[src/rtl/alu_ctrl_pkg.sv]
// Shared types, frame geometry and frame-builder helpers for the ALU serial-input path.
package alu_ctrl_pkg;

    localparam int unsigned FRAME_BITS = 99;
    localparam int unsigned WORD_BITS  = 11;
    localparam int unsigned DATA_BITS  = 4 * WORD_BITS;

    typedef enum logic [2:0] {
        OP_AND = 3'b000,
        OP_OR  = 3'b001,
        OP_ADD = 3'b100,
        OP_SUB = 3'b101,
        OP_NOP = 3'b111
    } operation_t;

    typedef enum logic [1:0] {
        ST_IDLE = 2'd0,
        ST_LOAD = 2'd1,
        ST_SEND = 2'd2,
        ST_GAP  = 2'd3
    } arb_state_t;

    // Op is kept as raw bits so illegal codes pass through untouched.
    typedef struct packed {
        logic [31:0] a;
        logic [31:0] b;
        logic [2:0]  op;
        logic        crc_err;
    } alu_cmd_t;

    function automatic logic [DATA_BITS-1:0] data_bits(input logic [31:0] x);
        return {2'b00, x[31:24], 1'b1, 2'b00, x[23:16], 1'b1,
                2'b00, x[15:8],  1'b1, 2'b00, x[7:0],   1'b1};
    endfunction

    function automatic logic [WORD_BITS-1:0] ctl_bits(input logic [7:0] c);
        return {2'b01, c, 1'b1};
    endfunction

    function automatic logic [FRAME_BITS-1:0] build_frame(input logic [31:0] a,
                                                          input logic [31:0] b,
                                                          input logic [2:0]  op,
                                                          input logic [3:0]  crc);
        return {data_bits(b), data_bits(a), ctl_bits({1'b0, op, crc})};
    endfunction

endpackage

[src/rtl/alu_crc4.sv]
// Parallel CRC-4 (x^4+x+1, init 0) over {B, A, 1'b1, op}, MSB first.
module alu_crc4 (
    input  logic [31:0] a,
    input  logic [31:0] b,
    input  logic [2:0]  op,
    output logic [3:0]  crc
);

    logic [67:0] msg;

    assign msg = {b, a, 1'b1, op};

    always_comb begin
        crc = 4'b0000;
        for (int i = 67; i >= 0; i--) begin
            crc = {crc[2:0], 1'b0} ^ (((crc[3] ^ msg[i]) == 1'b1) ? 4'b0011 : 4'b0000);
        end
    end

endmodule

[src/rtl/alu_sin_arbiter.sv]
// Round-robin arbiter sharing the ALU sin line between N_REQ requesters;
// serializes one 99-bit frame per grant followed by an idle gap.
module alu_sin_arbiter
    import alu_ctrl_pkg::*;
#(
    parameter int unsigned N_REQ      = 2,
    parameter int unsigned GAP_CYCLES = 60,
    parameter int unsigned CNT_W      = 16
) (
    input  logic                 clk,
    input  logic                 rst_n,
    input  logic [N_REQ-1:0]     req_valid,
    input  logic [32*N_REQ-1:0]  req_a,
    input  logic [32*N_REQ-1:0]  req_b,
    input  logic [3*N_REQ-1:0]   req_op,
    input  logic [N_REQ-1:0]     req_crc_err,
    output logic [N_REQ-1:0]     req_ready,
    output logic                 sin,
    output logic                 busy,
    output logic [2:0]           grant_id,
    output logic [CNT_W-1:0]     frames_sent
);

    localparam int unsigned BIT_W = 7;
    localparam int unsigned GAP_W = (GAP_CYCLES > 1) ? $clog2(GAP_CYCLES) : 1;

    arb_state_t             state;
    logic [2:0]             rr_ptr;
    alu_cmd_t               cmd_q;
    logic [FRAME_BITS-1:0]  shift_q;
    logic [BIT_W-1:0]       bit_cnt;
    logic [GAP_W-1:0]       gap_cnt;

    logic [7:0]             valid_pad_c;
    logic [3:0]             cand_c;
    logic [2:0]             pick_c;
    logic                   pick_vld_c;
    alu_cmd_t               sel_cmd_c;
    logic [3:0]             crc_c;
    logic [3:0]             tx_crc_c;

    assign valid_pad_c = 8'(req_valid);

    // Walk from the farthest candidate to rr_ptr so the nearest valid one wins.
    always_comb begin
        cand_c     = '0;
        pick_c     = '0;
        pick_vld_c = 1'b0;
        for (int k = int'(N_REQ) - 1; k >= 0; k--) begin
            cand_c = 4'(rr_ptr) + 4'(k);
            if (cand_c >= 4'(N_REQ)) begin
                cand_c = cand_c - 4'(N_REQ);
            end
            if (valid_pad_c[cand_c[2:0]]) begin
                pick_c     = cand_c[2:0];
                pick_vld_c = 1'b1;
            end
        end
    end

    always_comb begin
        sel_cmd_c = '0;
        for (int i = 0; i < int'(N_REQ); i++) begin
            if (3'(i) == pick_c) begin
                sel_cmd_c.a       = req_a[32*i +: 32];
                sel_cmd_c.b       = req_b[32*i +: 32];
                sel_cmd_c.op      = req_op[3*i +: 3];
                sel_cmd_c.crc_err = req_crc_err[i];
            end
        end
    end

    alu_crc4 u_crc (
        .a   (cmd_q.a),
        .b   (cmd_q.b),
        .op  (cmd_q.op),
        .crc (crc_c)
    );

    assign tx_crc_c = crc_c + 4'(cmd_q.crc_err);

    always_ff @(posedge clk or negedge rst_n) begin
        if (!rst_n) begin
            state       <= ST_IDLE;
            rr_ptr      <= '0;
            cmd_q       <= '0;
            shift_q     <= '0;
            bit_cnt     <= '0;
            gap_cnt     <= '0;
            req_ready   <= '0;
            sin         <= 1'b1;
            busy        <= 1'b0;
            grant_id    <= '0;
            frames_sent <= '0;
        end else begin
            req_ready <= '0;
            case (state)
                ST_IDLE: begin
                    sin <= 1'b1;
                    if (pick_vld_c) begin
                        cmd_q     <= sel_cmd_c;
                        grant_id  <= pick_c;
                        req_ready <= N_REQ'(8'd1 << pick_c);
                        busy      <= 1'b1;
                        state     <= ST_LOAD;
                    end
                end
                ST_LOAD: begin
                    shift_q <= build_frame(cmd_q.a, cmd_q.b, cmd_q.op, tx_crc_c);
                    bit_cnt <= '0;
                    rr_ptr  <= (grant_id == 3'(N_REQ - 1)) ? 3'd0 : grant_id + 3'd1;
                    state   <= ST_SEND;
                end
                ST_SEND: begin
                    // sin is registered, so it trails shift_q by one clock.
                    sin     <= shift_q[FRAME_BITS-1];
                    shift_q <= {shift_q[FRAME_BITS-2:0], 1'b0};
                    bit_cnt <= bit_cnt + BIT_W'(1);
                    if (bit_cnt == BIT_W'(FRAME_BITS - 1)) begin
                        gap_cnt     <= '0;
                        frames_sent <= frames_sent + CNT_W'(1);
                        state       <= ST_GAP;
                    end
                end
                ST_GAP: begin
                    sin <= 1'b1;
                    if (gap_cnt == GAP_W'(GAP_CYCLES - 1)) begin
                        busy  <= 1'b0;
                        state <= ST_IDLE;
                    end else begin
                        gap_cnt <= gap_cnt + GAP_W'(1);
                    end
                end
                default: begin
                    sin   <= 1'b1;
                    busy  <= 1'b0;
                    state <= ST_IDLE;
                end
            endcase
        end
    end

endmodule

[config.mk]
export PLATFORM = sky130hd
export DESIGN_NAME = alu_sin_arbiter
export DESIGN_NICKNAME = d
export VERILOG_FILES = /design/src/rtl/alu_ctrl_pkg.sv /design/src/rtl/alu_crc4.sv /design/src/rtl/alu_sin_arbiter.sv
export SDC_FILE = /design/constraint.sdc
export NUM_CORES = 1
export LEC_CHECK = 0
export CAP_MARGIN = 15
export CELL_PAD_IN_SITES_DETAIL_PLACEMENT = 0
export CELL_PAD_IN_SITES_GLOBAL_PLACEMENT = 2
export CORE_MARGIN = 3
export CORE_UTILIZATION = 36
export CTS_BUF_LIST = sky130_fd_sc_hd__clkbuf_4 sky130_fd_sc_hd__clkbuf_8
export DETAILED_ROUTE_END_ITERATION = 10
export PLACE_DENSITY_LB_ADDON = 0.1
export SYNTH_ARGS = -nofsm -noshare
export SYNTH_HDL_FRONTEND = slang
export SYNTH_SLANG_ARGS = --single-unit
[constraint.sdc]
create_clock -name clk -period 4.3 [get_ports clk]
set_clock_uncertainty 0.15 [all_clocks]
set_input_delay 0.43 -clock clk [delete_from_list [all_inputs] [get_ports clk]]
set_output_delay 0.43 -clock clk [all_outputs]
set_load 0.05 [all_outputs]
==> impl_metrics.toml <==
[synthesis]
async_flop_share_pct = 100
synthTopCellsByCount = "dfrtp_1, inv_1, nor2_1"
syn_nets = 1101
ys_top_cells_by_area = "dfrtp_1, mux2i_1, a222oi_1"
synth_flop_cell = "dfrtp_1"
ys_seq_elements = 208
synth.most_common_cell = "dfrtp_1"
ys_types = 45
yosysTopAreaCellShare_pct = 50.5
synthCells = 948
syn_area_sq_mm = 0.0103
synth_edf_count = 0
yosys_warnings = 0
seq_area_frac_synth_pct = 50.7
syn_area_per_cell_sq_um = 10.8
synth_top_area_cell = "dfrtp_1"

[timing]
rsz0062_at_grt = "false"
layout_min_cycle_time_ns = 3.56
slew_headroom_pct = 33.3
finalHoldViolations = 0
fin_crit_sh_pct = 82.7
setup_viol = 0
fin_setup_tns_ns = 0
max_freq_ghz = 0.281
slew_violations = 0
max_slew.worst_pin.slew_ns = 1.00

[worst_setup_path]
reg2regPathDepth = 13
path_buf_inv = 1
cp_num_cells = 13
crit_chain = "xnor2_1 > xnor3_1 > xnor2_2 > xnor3_2 > xor2_2 > xnor2_1 > xnor2_1 > ha_1 > inv_1 > o21bai_1 > a22oi_2 > xnor2_1 > o21ai_1"
rr_endpoint = "shift_q[4]$_DFFE_PN0P_"
critPathArrivalTime_ns = 3.80
cp-endpoint = "shift_q[4]$_DFFE_PN0P_"
slowest_stage = "xnor3_1"
path_max_fanout = 4
reg2reg_slack_ns = 0.74
critPathRequiredTime_ns = 4.55
crit_path_start_kind = "flop"
path_class = "reg -> reg"
rr_startpoint = "cmd_q[31]$_DFFE_PN0P_"
worst_setup_path_end_kind = "flop"
cpPeakStageDelay_ns = 0.55
cpMostUsedCell = "xnor2_1"
startpoint = "cmd_q[31]$_DFFE_PN0P_"
critPathTopFamily = "XOR/XNOR gates"

[clock_network]
cts_resized = 0
post-cts-setup-buffer-count = 0
cts.path.max_buffers = 3
clk_latency_ns = 0.52
htreeDepth = 2
numCtsBuffers = 38
cts_tree = "built"
cts.sinks = 208
root_buffer = "clkbuf_8"
clk_pin_slew_ns = 0.06

[hold_path]
hold_path.class = "reg -> reg"

[floorplanning]
die-area_sq_mm = 0.0306
die_height_um = 175
ios = 163
fp.dieW_um = 175
start_util_pct = 36.8
num_rows = 61
core_sq_mm = 0.0279

[global_routing]
antenna_found_initial = 0
grt_util_all_layers_pct = 17.3
overflow = 0
grt_first_pass_wirelength_um = 42500
grt_max_degree = 102
first_global_vias = 7698

[placed_design]
place.gp.congestion = 0.749
dp_hpwl_um = 17800
portBuffers = 162

[layout]
antennaDiodeCount = 0
final_nets = 1256
area_growth_syn_to_layout_pct = 27.5
drive_gt1_share_pct = 8.96

[run]
maxCapViolCount = 0

[route]
drcViolationCount = 0
vias_per_cell = 4.97
wirelength_um = 26300
ant_nets = 0
routedWlPerCell_um = 17.5
firstDrtPassIters = 8
initialDrtViolationCount = 628
vias = 7475

[run_status]
status = "completed"
-- metal layers --
layer	GRT usage [%]	vias up	wire, um
met5	0	-	0
met4	4.19	0	398
met3	3.22	33	1260
met2	27.2	194	12000
met1	24.9	3606	12600
li1	-	3642	-
-- area by class of cell --
type,instances,area (sq um)
clock inverter,4,22.5
clock buffer,60,751
tap,378,473
multi-input combinational,577,4490
sequential,208,5210
inverter,103,387
fill,2687,14800
timing repair buffer,175,1760
-- worst min path at each step --
stage | start | endpoint | slack [ns] | cells past startpoint
2_1_floorplan | rst_n | bit_cnt[0]$_DFFE_PN0P_ | -0.02 | 0
3_3_place_gp | frames_sent[15]$_DFFE_PN0P_ | frames_sent[15]$_DFFE_PN0P_ | 0.31 | 1
3_5_place_dp | sin$_DFFE_PN1P_ | sin$_DFFE_PN1P_ | 0.31 | 2
4_1_cts | sin$_DFFE_PN1P_ | sin$_DFFE_PN1P_ | 0.32 | 2
5_1_grt | sin$_DFFE_PN1P_ | sin$_DFFE_PN1P_ | 0.35 | 2
6_report | frames_sent[15]$_DFFE_PN0P_ | frames_sent[15]$_DFFE_PN0P_ | 0.32 | 1
-- through the flow --
step           cells  hold slack [ns]  area [sq um]  utilization, %  setup WS [ns]
2_1_floorplan    948          -0.0156         10300               -           1.02
3_5_place_dp    1440            0.315         12300            44.1          0.723
3_3_place_gp    1440            0.310         12300            44.1          0.773
6_report        1505            0.317         13100            46.9          0.744
4_1_cts         1505            0.324         13100            46.9          0.701
5_1_grt         1505            0.347         13100            46.9          0.493
-- what timing repair did --
action | 4_1_cts | 5_1_grt
endpoints found under the hold margin | 98 | 0
hold buffers | 1 | 0
setup endpoints to repair | 0 | 0
-- cell usage in the layout (no fill, tap or decap), types with 2 or more instances in the layout --
cell type / n
dfrtp_1: 207
clkdlybuf4s50_1: 161
inv_1: 103
nor2_1: 93
a21oi_1: 78
mux2i_1: 73
a222oi_1: 68
xnor2_1: 66
clkbuf_8: 49
o21ai_0: 30
nand3_1: 27
xor2_1: 26
nand2_1: 22
clkbuf_4: 12
a31oi_1: 11
xnor3_1: 11
ha_1: 11
xnor2_2: 9
buf_4: 9
nand4_1: 6
xnor3_2: 5
nor3_1: 3
o22ai_1: 3
and2_1: 3
clkinv_2: 3
buf_12: 3
xor3_1: 2
o21a_1: 2
or3_1: 2
and3_1: 2
nor3b_1: 2
and4_1: 2
ha_4: 2
-- flip-flops by register name, indices dropped and copies added (netlist names) --
name and cells:
frames_sent 16, state 2, bit_cnt 7, gap_cnt 6, shift_q 99, cmd_q 68, busy 1, rr_ptr 3
sin 1, req_ready 2, grant_id 3
-- cells by family (layout without fill, tap and decap cells) --
group                      Yosys count  count (layout)  share of synthesized area [%]
muxes                               74              74                           7.23
DFF                                208             208                           50.7
and+or+nand+nor                    167             167                           7.12
buffers and inverters              163             342                           5.96
AOI/OAI and AO/OA                  202             202                           13.7
adders and majority gates           13              13                           1.58
xor gates and xnor gates           121             121                           13.7
Power is left out: the tool's default activity adds up to more than one toggle a clock period on the data nets, which glitch-free logic cannot reach.
